--- src/rtl/adder_sched_pkg.sv ---
// Shared types and helpers for the round-robin adder scheduler.
package adder_sched_pkg;

  typedef enum logic [1:0] {
    IDLE = 2'd0,
    CALC = 2'd1,
    RESP = 2'd2
  } adder_sched_state_e;

  function automatic int rr_next(input int idx, input int num);
    int nxt;
    if (idx + 32'sd1 >= num) nxt = 32'sd0;
    else nxt = idx + 32'sd1;
    return nxt;
  endfunction

endpackage

--- src/rtl/adder_rr_arb.sv ---
// Combinational round-robin arbiter: first set request at or after ptr, wrapping.
module adder_rr_arb
  import adder_sched_pkg::*;
#(
  parameter int NUM_REQ = 4,
  parameter int IDX_W   = $clog2(NUM_REQ)
) (
  input  logic [NUM_REQ-1:0] req_vec,
  input  logic [IDX_W-1:0]   ptr,
  output logic [NUM_REQ-1:0] gnt_onehot,
  output logic [IDX_W-1:0]   gnt_idx,
  output logic               gnt_any
);

  // One extra bit so ptr+i cannot overflow before the modulo fold.
  logic [IDX_W:0] cand_s;

  // Rotating priority scan starting at ptr.
  always_comb begin
    gnt_onehot = '0;
    gnt_idx    = '0;
    gnt_any    = 1'b0;
    cand_s     = '0;
    for (int i = 0; i < NUM_REQ; i++) begin
      cand_s = {1'b0, ptr} + (IDX_W+1)'(i);
      if (cand_s >= (IDX_W+1)'(NUM_REQ)) cand_s = cand_s - (IDX_W+1)'(NUM_REQ);
      else cand_s = cand_s;
      if (!gnt_any && req_vec[cand_s[IDX_W-1:0]]) begin
        gnt_any                         = 1'b1;
        gnt_onehot[cand_s[IDX_W-1:0]]   = 1'b1;
        gnt_idx                         = cand_s[IDX_W-1:0];
      end else begin
        gnt_any = gnt_any;
      end
    end
  end

endmodule

--- src/rtl/adder_sched.sv ---
// Shares one registered adder between NUM_REQ requesters: round-robin accept,
// one-cycle add, then a held response until the granted requester takes it.
module adder_sched
  import adder_sched_pkg::*;
#(
  parameter int DATA_WIDTH = 8,
  parameter int NUM_REQ    = 4,
  parameter int CNT_WIDTH  = 16
) (
  input  logic                                main_clk_i,
  input  logic                                main_rst_i,
  input  logic [NUM_REQ-1:0]                  req_valid_i,
  output logic [NUM_REQ-1:0]                  req_ready_o,
  input  logic [NUM_REQ-1:0][DATA_WIDTH-1:0]  req_a_i,
  input  logic [NUM_REQ-1:0][DATA_WIDTH-1:0]  req_b_i,
  output logic [NUM_REQ-1:0]                  rsp_valid_o,
  input  logic [NUM_REQ-1:0]                  rsp_ready_i,
  output logic [DATA_WIDTH:0]                 rsp_sum_o,
  output logic                                busy_o,
  output logic [$clog2(NUM_REQ)-1:0]          grant_id_o,
  output logic [CNT_WIDTH-1:0]                op_cnt_o
);

  localparam int IDX_W = $clog2(NUM_REQ);
  localparam int SUM_W = DATA_WIDTH + 1;
  localparam logic [NUM_REQ-1:0]   ONE_HOT_0 = {{(NUM_REQ-1){1'b0}}, 1'b1};
  localparam logic [CNT_WIDTH-1:0] CNT_ONE   = {{(CNT_WIDTH-1){1'b0}}, 1'b1};

  adder_sched_state_e        state_r;
  logic [IDX_W-1:0]          ptr_r;
  logic [IDX_W-1:0]          grant_id_r;
  logic [DATA_WIDTH-1:0]     op_a_r;
  logic [DATA_WIDTH-1:0]     op_b_r;
  logic [SUM_W-1:0]          sum_r;
  logic [CNT_WIDTH-1:0]      op_cnt_r;
  logic [NUM_REQ-1:0]        rsp_valid_r;
  logic                      busy_r;
  logic [NUM_REQ-1:0]        arb_gnt_s;
  logic [IDX_W-1:0]          arb_idx_s;
  logic                      arb_any_s;
  logic [NUM_REQ-1:0]        req_ready_s;

  adder_rr_arb #(
    .NUM_REQ (NUM_REQ),
    .IDX_W   (IDX_W)
  ) u_arb (
    .req_vec    (req_valid_i),
    .ptr        (ptr_r),
    .gnt_onehot (arb_gnt_s),
    .gnt_idx    (arb_idx_s),
    .gnt_any    (arb_any_s)
  );

  // Accept is combinational in IDLE; suppressed while reset is held so nothing is taken.
  always_comb begin
    req_ready_s = '0;
    if (state_r == IDLE && !main_rst_i) req_ready_s = arb_gnt_s;
    else req_ready_s = '0;
  end

  // Scheduler FSM with the inline adder and all registered outputs.
  always_ff @(posedge main_clk_i or posedge main_rst_i) begin
    if (main_rst_i) begin
      state_r     <= IDLE;
      ptr_r       <= '0;
      grant_id_r  <= '0;
      op_a_r      <= '0;
      op_b_r      <= '0;
      sum_r       <= '0;
      op_cnt_r    <= '0;
      rsp_valid_r <= '0;
      busy_r      <= 1'b0;
    end else begin
      case (state_r)
        IDLE: begin
          if (arb_any_s) begin
            op_a_r     <= req_a_i[arb_idx_s];
            op_b_r     <= req_b_i[arb_idx_s];
            grant_id_r <= arb_idx_s;
            busy_r     <= 1'b1;
            state_r    <= CALC;
          end else begin
            state_r <= IDLE;
          end
        end
        CALC: begin
          sum_r       <= {1'b0, op_a_r} + {1'b0, op_b_r};
          rsp_valid_r <= ONE_HOT_0 << grant_id_r;
          state_r     <= RESP;
        end
        RESP: begin
          // Pointer advances only here, so a stalled response keeps its priority slot.
          if (rsp_ready_i[grant_id_r]) begin
            rsp_valid_r <= '0;
            busy_r      <= 1'b0;
            op_cnt_r    <= op_cnt_r + CNT_ONE;
            ptr_r       <= IDX_W'(rr_next(32'(grant_id_r), NUM_REQ));
            state_r     <= IDLE;
          end else begin
            state_r <= RESP;
          end
        end
        default: begin
          rsp_valid_r <= '0;
          busy_r      <= 1'b0;
          state_r     <= IDLE;
        end
      endcase
    end
  end

  assign req_ready_o = req_ready_s;
  assign rsp_valid_o = rsp_valid_r;
  assign rsp_sum_o   = sum_r;
  assign busy_o      = busy_r;
  assign grant_id_o  = grant_id_r;
  assign op_cnt_o    = op_cnt_r;

endmodule
--- config.mk ---
export PLATFORM = sky130hd
export DESIGN_NAME = adder_sched
export DESIGN_NICKNAME = d
export VERILOG_FILES = /design/src/rtl/adder_sched_pkg.sv /design/src/rtl/adder_rr_arb.sv /design/src/rtl/adder_sched.sv
export SDC_FILE = /design/constraint.sdc
export NUM_CORES = 1
export LEC_CHECK = 0
export BUFFER_PORTS_ARGS = -buffer_cell sky130_fd_sc_hd__buf_2
export CAP_MARGIN = 10
export CORE_MARGIN = 8
export CORE_UTILIZATION = 48
export DETAILED_ROUTE_END_ITERATION = 16
export PLACE_DENSITY = 0.77
export SLEW_MARGIN = 10
export SYNTH_ARGS = -nofsm -noshare
export SYNTH_HDL_FRONTEND = slang
export SYNTH_SLANG_ARGS = --single-unit
--- constraint.sdc ---
create_clock -name main_clk_i -period 2.9 [get_ports main_clk_i]
set_input_delay 0.58 -clock main_clk_i [delete_from_list [all_inputs] [get_ports main_clk_i]]
set_output_delay 0.58 -clock main_clk_i [all_outputs]
set_load 0.005 [all_outputs]
**Yosys cells after proc, flatten, opt, wreduce, memory -nomap -nowiden**

Index checks and enable logic that the tools add are counted.

- Add/subtract/negate cells: 10
- Order comparisons: 15
- Equal/unequal tests: 4
- Shift-type cells: 1
- Muxes and demuxes: 48
- Bitwise operators: 5
- Reductions and logical operators: 17

Operators by type and width:

| operator | count |
|---|---|
| 8-bit binary-select mux with 2-bit select | 2 |
| 4-bit two-way mux | 6 |
| 2-bit two-way mux | 10 |
| 2-bit by 3-bit < comparator with 1-bit output, second input constant | 6 |
| 16-bit by 1-bit adder with 16-bit output, second input constant | 1 |
| 1-bit two-way mux | 16 |
| 8-bit two-way mux | 2 |
| 3-bit greater-or-equal comparator, second input constant | 4 |
| 4-bit bitwise OR | 3 |
| 4-bit one-hot mux with 3 select lines | 1 |
| 1-bit binary-select mux with 2-bit select | 5 |
| 8-bit by 8-bit adder with 9-bit output | 1 |
| 1-bit demux with 2-bit select | 4 |
| 2-bit by 1-bit greater-or-equal comparator with 1-bit output, second input constant | 4 |
| 1-bit logical AND | 8 |
| 2-bit by 1-bit subtractor with 2-bit output, second input constant | 4 |
| 2-bit by 1-bit adder with 3-bit output, second input constant | 2 |
| 2-bit by 2-bit adder with 3-bit output, second input constant | 2 |
| 2-bit one-hot mux with 3 select lines | 1 |
| 2-bit AND reduction | 3 |
| 1-bit zero test | 4 |
| 2-bit inequality test, second input constant | 2 |
| 1-bit by 2-bit left shift with 4-bit output, first input constant | 1 |
| 2-bit by 3-bit greater-or-equal comparator with 1-bit output, second input constant | 1 |
| other kinds (6) | 7 |

- Register bits: 52
- Logic and storage cells: 109

**Logic depth before layout (Yosys ltp)**

Gate-level depths: netlist of the first run.

- Word-level depth: 16
- Mapped depth: 13

**Cells and area by module**

From an unflattened synthesis of the first run, not the netlist that was laid out.

- Cell total of the unflattened synthesis: 279
- Area total of the unflattened synthesis: 3333.2 µm²

By module, submodules not included:

| module | instances | cells each | area each (µm²) | sequential area each (µm²) |
|---|---|---|---|---|
| adder_sched | 1 | 234 | 2911.5 | 1301.2 |
| adder_rr_arb | 1 | 45 | 421.7 | 0.0 |

**Worst setup path after synthesis of the first run**

No wires, ideal clock.

- Path kind: register to output
- Start: register ptr_r[0]
- End: output port req_ready_o[0]
- Arrival: 2608 ps
- Slack: -288 ps
- Stages on the path, launching flop included: 11
- Cells stage by stage: dfrtp_1 buf_6 buf_4 inv_1 clkbuf_1 ha_1 mux4_2 clkbuf_1 nor3_1 a221oi_1 nor2_1

- Cells in the longest elaborated chain, start to end: 15

RTL lines:

| what | RTL line | source |
|---|---|---|
| from (decl) | adder_sched.sv:30 | `logic [IDX_W-1:0] ptr_r;` |
| from (signal assigned) | adder_sched.sv:97 | `ptr_r <= IDX_W'(rr_next(32'(grant_id_r), NUM_REQ));` |
| branches (longest 13 deep; another with 2-bit by 1-bit adder with 3-bit output) | -- |  |
| 4-bit two-way mux * | adder_rr_arb.sv:28 | `if (!gnt_any && req_vec[cand_s[IDX_W-1:0]]) begin` |
| 4-bit two-way mux * | adder_sched.sv:57 | `if (state_r == IDLE && !main_rst_i) req_ready_s = arb_gnt_s;` |
| to (decl) | adder_sched.sv:13 | `output logic [NUM_REQ-1:0] req_ready_o,` |

Every way passes the cells marked *. The select of a mux whose other input is x is not followed.

**Worst setup path after layout of the first run**

- Start: register ptr_r[1]
- End: output port req_ready_o[1]

The elaborated chain is that of the path after synthesis.

==> impl_metrics.ini, run 1 <==
[synth]
synth-edff-count = 0
synth_area_sq_um = 3976
async_flop_share_pct = 100.0
yosys-top-cells-count = nand2_1, dfrtp_1, nor2_1, ha_1
synth_cell_types = 59
yosys_most_used_dff = dfrtp_1
syn_nets = 522
syn_inst = 427
yosysTopAreaCell = dfrtp_1
yosysMostFrequentCell = nand2_1
synth.top_cell.area_share_pct = 32.72
synth.area.top_cells = dfrtp_1, ha_1, nand2_1, nor2_1, xnor2_1
ys_warn_count = 0
ys_ff_latch = 52
ys_seq_area_share_pct = 32.72
syn_avg_cell_area_sq_um = 9.312

[power_and_ir_drop]
combPwrFrac_pct = 71.1
p_int_mw = 3.294
p_per_area_nw_per_um2 = 1240
ir_drop_v = 0.0008996
sequentialPowerShare_pct = 20.5
p_leak_nw = 2.309
clockPowerShare_pct = 8.3
switchingPower_mw = 2.852
p_sw_share_pct = 46.41

[critical_path]
end_kind = output port
path_delay_family = buffers and inverters
cpPeakStageDelay_ps = 370
crit_fanout = 6
path_cells = inv_1, ha_4, mux4_2, buf_12, a22oi_2, nor2_1, a221oi_2, nor2_1, buf_2
crit_required_ps = 2320
slowest_stage = dfrtp_1
worst_ep_arrival_time_ps = 2270
worstSetupPathType = reg2out
crit_path_frequent_cell = nor2_1
crit_buf_inv = 3
cp-start-kind = register

[final_layout]
syn_to_final_growth_pct = 24.61
n_fill_cell = 703
drive_gt1_share_pct = 37.38
fin_util_pct = 60.91
n_antenna_cell = 0
final_nets = 637
multiInputGateArea_sq_um = 2514
seqCellArea_sq_um = 1301

[clock_tree]
cts_inserted_buffers = 5
cts.clk_slew.worst_paths_ps = 90
cts-root-buf = clkbuf_8
cts.sinks = 52
holdBufCountCts = 0
cts_buffer_depth = 2
clk_latency_ps = 310
cts_tree = done
htreeDepth = 2

[floorplan]
die_x_um = 107.0
die_h_um = 107.0
row_count = 33
core_sq_um = 8134
io_pins = 110
start_util_pct = 48.88
dieArea_sq_um = 11450

[timing]
clock.fmax_mhz = 351.0
rsz0062_at_grt = true
setup_viol = 0
finalClockSkew_ps = 10.96
final.min_clock_period_ps = 2849
slew_headroom_pct = 56.23
hold_slack_ps = 431.0
worst_pin_slew_ps = 656.5
hold_viol = 0
setup_tns_ps = 0
finalCritPeriodShare_pct = 98.23
maxSlewViolCount = 0
postLayoutSetupSlackWorst_ps = 51.31

[route]
top_layer = met4
wl_per_cell_um = 17.57
ant_nets = 0
routed_wl_um = 11390
met3_length_um = 720
routed_via_density = 5.735
drc = 0
met2_length_um = 5388
wl_met1_um = 5033
vias = 3716
drt_iter0_drc = 139
first_pass_iters = 6

[hold_path]
hold_class = in2async

[place]
pre_cts_ws_ps = 3.461
hpwlAfterDp_um = 8431
gp_congestion = 0.8856
io_buffers = 109

[global_route]
track_usage_pct = 18.57
antenna_found_initial = 0
overflow = 0
grt_pass1_vias = 3672
grt_pass1_wl_um = 17590
grt_max_degree = 53

[run_status]
outcome = finished, final reports clean

[run]
maxCapViolCount = 0
-- sequential cells by signal (all words and copies together) (netlist names) --
register and cells:
op_a_r 8, rsp_valid_o 4, state_r 2, grant_id_o 2, rsp_sum_o 9, ptr_r 2, op_cnt_o 16, busy_o 1
op_b_r 8
-- worst register-to-register path, stage by stage, from the launching register on --
cell	delay, ps
dfrtp_1	370
inv_1	110
ha_4	320
mux4_2	380
buf_12	180
buf_4	160
nand2b_2	290
nand2b_4	170
buf_4	170
nand3b_1	90
a31oi_1	250
a311oi_1	90
-- power groups by stage --
stage	clock (mW)	combinational (mW)	sequential (mW)
global route	0.552	4.78	1.30
finish	0.511	4.37	1.26
global placement	0	3.60	1.26
detailed placement	0	3.72	1.27
CTS	0.520	3.92	1.26
floorplan	0	2.99	1.22
-- repair_timing --
| item | in CTS | in global routing |
|---|---|---|
| hold endpoints to repair | 0 | 0 |
| setup buffers | 2 | 9 |
| pin swaps | 1 | 12 |
| gates resized for setup | 5 | 19 |
| setup endpoints to repair | 4 | 20 |
| cloned | 1 | 1 |
-- stage by stage --
stage | instances | power, mW | cell area (sq um)
global route | 648 | 6.629 | 4955
finish | 648 | 6.146 | 4955
global placement | 627 | 4.856 | 4574
floorplan | 427 | 4.214 | 4000
detailed placement | 627 | 4.988 | 4574
CTS | 638 | 5.695 | 4757
-- placed cells by master (no fill, tap or decap), drive strengths merged, types with 9 or more instances in the layout --
cell	netlist	final
buf	9	134
o21ai	18	18
nand2	58	58
nand3	17	17
a21oi	17	17
ha	20	20
or3	15	15
nor2	42	42
o211ai	9	9
a311oi	15	15
xnor2	17	17
inv	12	13
and3	17	17
dfrtp	52	52
a2111oi	9	9
a21o	11	11
-- cell families after synthesis --
| kind of cell | synth area share, % |
|---|---|
| buf+inv | 6.513 |
| mux | 5.255 |
| compound gates | 23.32 |
| simple gates | 20.99 |
| fa+ha+maj | 6.797 |
| xor+xnor | 4.405 |
| flops | 32.73 |
-- routing by layer --
metal | up-vias | GRT usage [%]
li1 | 1790 | -
met3 | 27 | 3.719
met1 | 1767 | 24.14
met4 | 0 | 5.930
met2 | 132 | 30.24
met5 | - | 0
-- path summary, 6_finish.rpt --
check,from,endpoint,slack [ps],cells past startpoint
max,ptr_r[1]$_DFFE_PP0P_,req_ready_o[1],50,9
min,main_rst_i,ptr_r[0]$_DFFE_PP0P_,430,3
min in group main_clk_i,rsp_sum_o[4]$_DFFE_PP0P_,rsp_sum_o[4]$_DFFE_PP0P_,480,2
max in group asynchronous,main_rst_i,op_cnt_o[14]$_DFFE_PP0P_,2030,3
min reg2reg,rsp_sum_o[4]$_DFFE_PP0P_,rsp_sum_o[4]$_DFFE_PP0P_,480,2
max reg2reg,ptr_r[1]$_DFFE_PP0P_,op_a_r[3]$_DFFE_PP0P_,180,11
-- final cells by class --
cell class	count	share of cell area [%]
Clock buffer	5	1.389
Inverter	12	0.9091
Sequential cell	52	26.26
Clock inverter	3	0.9343
Multi-Input combinational cell	335	50.73
Tap cell	105	2.652
Timing Repair Buffer	136	17.12
Power figures use the tool's default switching activity.
==> run 2, diff against run 1 <==
ABC_AREA = 1   (was not set)
CELL_PAD_IN_SITES_DETAIL_PLACEMENT = 1   (was not set)
CELL_PAD_IN_SITES_GLOBAL_PLACEMENT = 1   (was not set)
CORE_MARGIN = not set   (was 8)
CORE_UTILIZATION = 33   (was 48)
PLACE_DENSITY = not set   (was 0.77)
PLACE_DENSITY_LB_ADDON = 0.1   (was not set)
==> run 2 against run 1 <==
Compared with the run above:
- critical path depth rose by 2
- global-route usage shrank 0.62 points
- highest routed layer unchanged
- wire length is 12% lower
- non-clock buffer count fell by 19
- fmax grew 6.9%
- sequential power about the same
- first-iteration DRC count rose by 4.3%
- register-to-register slack improved by 250 ps
- combinational power is 18% lower
==> impl_metrics.ini, run 2 <==
[route]
drc = 0
routed_wl_um = 10050
vias = 3768
drt_iter0_drc = 145
wl_per_cell_um = 12.51
ant_nets = 0
first_pass_iters = 6
routed_via_density = 4.692

[timing]
finalClockSkew_ps = 7.044
final.min_clock_period_ps = 2665
finalCritPeriodShare_pct = 91.91
setup_tns_ps = 0
rsz0062_at_grt = false
hold_viol = 0
setup_viol = 0
clock.fmax_mhz = 375.2
maxSlewViolCount = 0
worst_pin_slew_ps = 720.7
hold_slack_ps = 415.4
slew_headroom_pct = 51.89

[critical_path]
r2r_end = op_a_r[1]$_DFFE_PP0P_
reg2reg_slack_ps = 430
worst_ep_arrival_time_ps = 2090
crit_path_start = ptr_r[0]$_DFFE_PP0P_
cp-endpoint = req_ready_o[2]
worstSetupPathType = reg2out
crit_fanout = 13
end_kind = output port
cp-start-kind = register
crit_required_ps = 2320
r2r_cells = 14
reg2reg_from = ptr_r[0]$_DFFE_PP0P_

[synth]
yosys.area_share.simple_pct = 37.44
synth_top_family_by_area = simple AND/OR/NAND/NOR gates
synthXorXnorAreaFrac_pct = 2.737
yosys-top-cells-count = nand2_1, inv_1, nand3_1, dfrtp_1, nor2_1
syn_avg_cell_area_sq_um = 7.020
ys_seq_area_share_pct = 33.89
ys_ff_latch = 52
yosysMostFrequentCell = nand2_1
synth_compound_area_share_pct = 5.702
synth-adder-area-share_pct = 7.038
muxShareOfSynthArea_pct = 0
async_flop_share_pct = 100.0
syn_nets = 642
synth_cell_types = 39
synth.area.top_cells = dfrtp_1, nand2_1, nand3_1, inv_1, ha_1
synth-edff-count = 0
synth_area_sq_um = 3840
ys_warn_count = 0
synth.top_cell.area_share_pct = 33.89
yosys_most_used_dff = dfrtp_1
yosysTopAreaCell = dfrtp_1
syn_inst = 547

[global_route]
grt_max_degree = 41
grt_pass1_vias = 3867
grt_pass1_wl_um = 17340
track_usage_pct = 17.95
overflow = 0
antenna_found_initial = 0

[floorplan]
start_util_pct = 33.77
die_x_um = 109.9
row_count = 39
core_sq_um = 11370
dieArea_sq_um = 12070
io_pins = 110
die_h_um = 109.9

[final_layout]
n_antenna_cell = 0
mostFrequentLayoutCell = nand2_1
final_area_sq_um = 4727
largest_register_ffs = 16
final_nets = 754
syn_to_final_growth_pct = 23.10
drive_gt1_share_pct = 24.85
layout_common_cells = nand2_1, buf_2, inv_1
post_layout_nonfiller_instances = 803

[clock_tree]
holdBufCountCts = 0
cts_buffer_depth = 2
cts.clk_slew.worst_paths_ps = 70
cts_inserted_buffers = 5
cts_tree = done
clk_latency_ps = 290
cts.sinks = 52
cts-root-buf = clkbuf_16
htreeDepth = 2

[place]
hpwlAfterDp_um = 8116
dpl.cell_count = 792
gp_congestion = 0.7752
placed_area_sq_um = 4506
io_buffers = 109

[power_and_ir_drop]
p_per_area_nw_per_um2 = 1173
p_leak_nw = 2.758
ir_drop_v = 0.0003991

[run_status]
outcome = finished, final reports clean

[run]
maxCapViolCount = 0

[hold_path]
hold_class = in2async
==> run 2: layout make-up <==
type | count | area, sq um
Fill cell | 1513 | 6643
Timing Repair Buffer | 117 | 605.6
Inverter | 108 | 412.9
Clock inverter | 1 | 30.03
Clock buffer | 7 | 152.6
Sequential cell | 52 | 1303
Multi-Input combinational cell | 375 | 2044
Tap cell | 143 | 178.9
==> run 2: stage by stage <==
| step | util [%] | power (mW) | worst slack (ps) |
|---|---|---|---|
| floorplan | - | 4.049 | 558.7 |
| global placement | 39.63 | 4.720 | 237.3 |
| detailed placement | 39.63 | 4.834 | 86.51 |
| CTS | 41.25 | 5.591 | 29.24 |
| global route | 41.58 | 6.242 | 47.76 |
| finish | 41.58 | 5.543 | 234.6 |
==> run 2: logic make-up after synthesis <==
family,Yosys count
xor+xnor,12
compound gates,37
buf+inv,120
simple gates,305
flops,52
fa+ha+maj,21
==> run 2: power breakdown <==
group	internal [mW]	switching (mW)
Clock	0.455	0.264
Sequential	1.03	0.220
Combinational	1.26	2.32
==> run 2: how the worst min path moves through the flow <==
stage	cells past startpoint	startpoint	end	slack, ps
after floorplan	2	op_b_r[6]$_DFFE_PP0P_	op_b_r[6]$_DFFE_PP0P_	450
after CTS	2	main_rst_i	op_cnt_o[5]$_DFFE_PP0P_	450
after global routing	2	main_rst_i	busy_o$_DFFE_PP0P_	490
after global placement	2	rsp_sum_o[1]$_DFFE_PP0P_	rsp_sum_o[1]$_DFFE_PP0P_	460
final	2	main_rst_i	op_cnt_o[1]$_DFFE_PP0P_	420
after detailed placement	2	rsp_sum_o[0]$_DFFE_PP0P_	rsp_sum_o[0]$_DFFE_PP0P_	460
==> run 2: metal layers <==
metal / global-route usage (%) / wire [um]
met3: 2.667 / 298
met1: 22.95 / 4626
met2: 32.46 / 5099
met4: 2.286 / 21
met5: 0 / 0
==> run 2: critical path, stage by stage, from the launching register on <==
cell,delay (ps)
dfrtp_1,420
buf_4,150
buf_4,170
nand2_1,130
nand3_2,120
nand2_4,160
nor2_4,70
a22oi_1,140
o21ai_0,100
o21ai_0,150
inv_1,50
buf_2,120
==> run 2: repair_timing <==
item,in CTS,in global routing
setup endpoints to repair,4,10
buffers inserted,0,3
resized for setup,2,3
pin swaps,0,0
==> run 3, diff against run 2 <==
ABC_AREA = not set   (was 1)
CORE_UTILIZATION = 36   (was 33)
==> run 3 against run 2 <==
Compared with the run above:
- sequential share of layout area decreased by 1.5 points
- largest cell class unchanged
- cell count decreased by 15%
- the flow now finishes with violations (design-rule violations)
- largest power group unchanged
- count of clock-buffer cells in the layout decreased by 2
- core utilization increased by 4.7 points
==> impl_metrics.ini, run 3 (synthesis gave the netlist of run 1 again) <==
[power_and_ir_drop]
clockPowerShare_pct = 11.1
sequentialPowerShare_pct = 20.4
combPwrFrac_pct = 68.5
p_sw_share_pct = 45.94
p_int_mw = 3.364
totalPowerFinal_mw = 6.222
switchingPower_mw = 2.859
p_leak_nw = 2.314
p_per_area_nw_per_um2 = 1245
ir_drop_v = 0.0005586

[critical_path]
r2r_cells = 11
slowest_stage = mux4_2
crit_fanout = 29
path_cells = buf_4, mux4_2, buf_6, nor3_4, a221oi_2, nor2_1, buf_2
crit_required_ps = 2320
worst_ep_arrival_time_ps = 2240
end_kind = output port
cp-start-kind = register
reg2reg_slack_ps = 190
reg2reg_from = ptr_r[1]$_DFFE_PP0P_
worstSetupPathType = reg2out
r2r_end = op_a_r[2]$_DFFE_PP0P_
cpPeakStageDelay_ps = 510

[final_layout]
largest_register_ffs = 16
drive_gt1_share_pct = 37.61
syn_to_final_growth_pct = 25.68
layout_common_cells = buf_2, nand2_1, dfrtp_1
post_layout_nonfiller_instances = 685
final_nets = 639
n_antenna_cell = 0
mostFrequentLayoutCell = buf_2
final_area_sq_um = 4997
n_fill_cell = 1307

[global_route]
grt_pass1_vias = 3637
overflow = 0
track_usage_pct = 20.78
grt_max_degree = 53
grt_pass1_wl_um = 18660
antenna_found_initial = 0

[timing]
postLayoutSetupSlackWorst_ps = 84.85
clock.fmax_mhz = 355.2
hold_viol = 0
setup_viol = 0
finalCritPeriodShare_pct = 97.07
maxSlewViolCount = 0
setup_tns_ps = 0
final.min_clock_period_ps = 2815
worst_pin_slew_ps = 802.7
finalClockSkew_ps = 12.56
rsz0062_at_grt = true
slew_headroom_pct = 46.38

[place]
pre_cts_ws_ps = -92.50
dpl.cell_count = 672
io_buffers = 109
hpwlAfterDp_um = 8911
gp_congestion = 0.7938
placed_area_sq_um = 4718

[clock_tree]
holdBufCountCts = 0
cts-root-buf = clkbuf_8
cts_inserted_buffers = 5
cts_buffer_depth = 2
cts.sinks = 52
cts.clk_slew.worst_paths_ps = 110
htreeDepth = 2
cts_tree = done
clk_latency_ps = 320

[route]
drc = 2
first_pass_iters = 10
routed_wl_um = 11750
wl_per_cell_um = 17.15
routed_via_density = 5.404
vias = 3702
ant_nets = 0
drt_iter0_drc = 158

[run_status]
outcome = finished, violations left
violations = design-rule violations

[floorplan]
dieArea_sq_um = 11470
die_h_um = 107.1
row_count = 38
start_util_pct = 36.84
core_sq_um = 10790
die_x_um = 107.1
io_pins = 110

[run]
maxCapViolCount = 0

[hold_path]
hold_class = in2async
run 3: worst max path at each step:
stage | from | end | cells past startpoint
2_1_floorplan | ptr_r[0]$_DFFE_PP0P_ | req_ready_o[2] | 11
3_3_place_gp | req_valid_i[2] | req_ready_o[1] | 8
3_5_place_dp | ptr_r[0]$_DFFE_PP0P_ | req_ready_o[1] | 9
4_1_cts | ptr_r[1]$_DFFE_PP0P_ | req_ready_o[1] | 7
5_1_grt | ptr_r[1]$_DFFE_PP0P_ | req_ready_o[0] | 9
6_report | ptr_r[0]$_DFFE_PP0P_ | req_ready_o[1] | 7
run 3: through the flow:
| stage | utilization (%) | hold WS, ps |
|---|---|---|
| global placement | 43.72 | 457.6 |
| floorplan | - | 468.2 |
| finish | 46.30 | 441.2 |
| CTS | 45.63 | 473.7 |
| global route | 46.30 | 498.3 |
| detailed placement | 43.72 | 457.6 |
run 3: repair_timing:
action	in CTS	in global routing
resized for setup	7	12
endpoints found under the setup margin	4	5
setup buffers	3	2
pin swaps	1	6
run 3: final cells by class:
type,count,area (sq um),share of cell area (%)
Multi-Input combinational cell,335,2502,50.08
Tap cell,140,175.2,3.505
Sequential cell,52,1304,26.09
Clock inverter,3,90.09,1.803
Inverter,12,45.04,0.9014
Clock buffer,5,68.82,1.377
Timing Repair Buffer,138,812.0,16.25
run 3: routing by layer:
metal | routed length [um] | global-route usage [%] | vias up | part of all wire, %
li1 | - | - | 1792 | -
met1 | 5504 | 28.14 | 1825 | 47
met2 | 5754 | 35.02 | 78 | 49
met3 | 398 | 2.979 | 7 | 3.4
met4 | 93 | 4.501 | 0 | 0.79
met5 | 0 | 0 | - | 0
run 3: power by group through the flow:
stage / registers (mW) / logic (mW) / clock network (mW)
3_5_place_dp: 1.29 / 4.03 / 0
2_1_floorplan: 1.22 / 2.99 / 0
5_1_grt: 1.31 / 4.67 / 0.736
4_1_cts: 1.27 / 4.15 / 0.708
3_3_place_gp: 1.28 / 3.92 / 0
6_report: 1.27 / 4.26 / 0.692
run 3: critical path: cells and delay by family (launching register included):
kind / cells / cell delay (ps)
compound gates: 1 / 100
flops: 1 / 410
simple gates: 2 / 430
mux: 1 / 510
buf+inv: 3 / 470
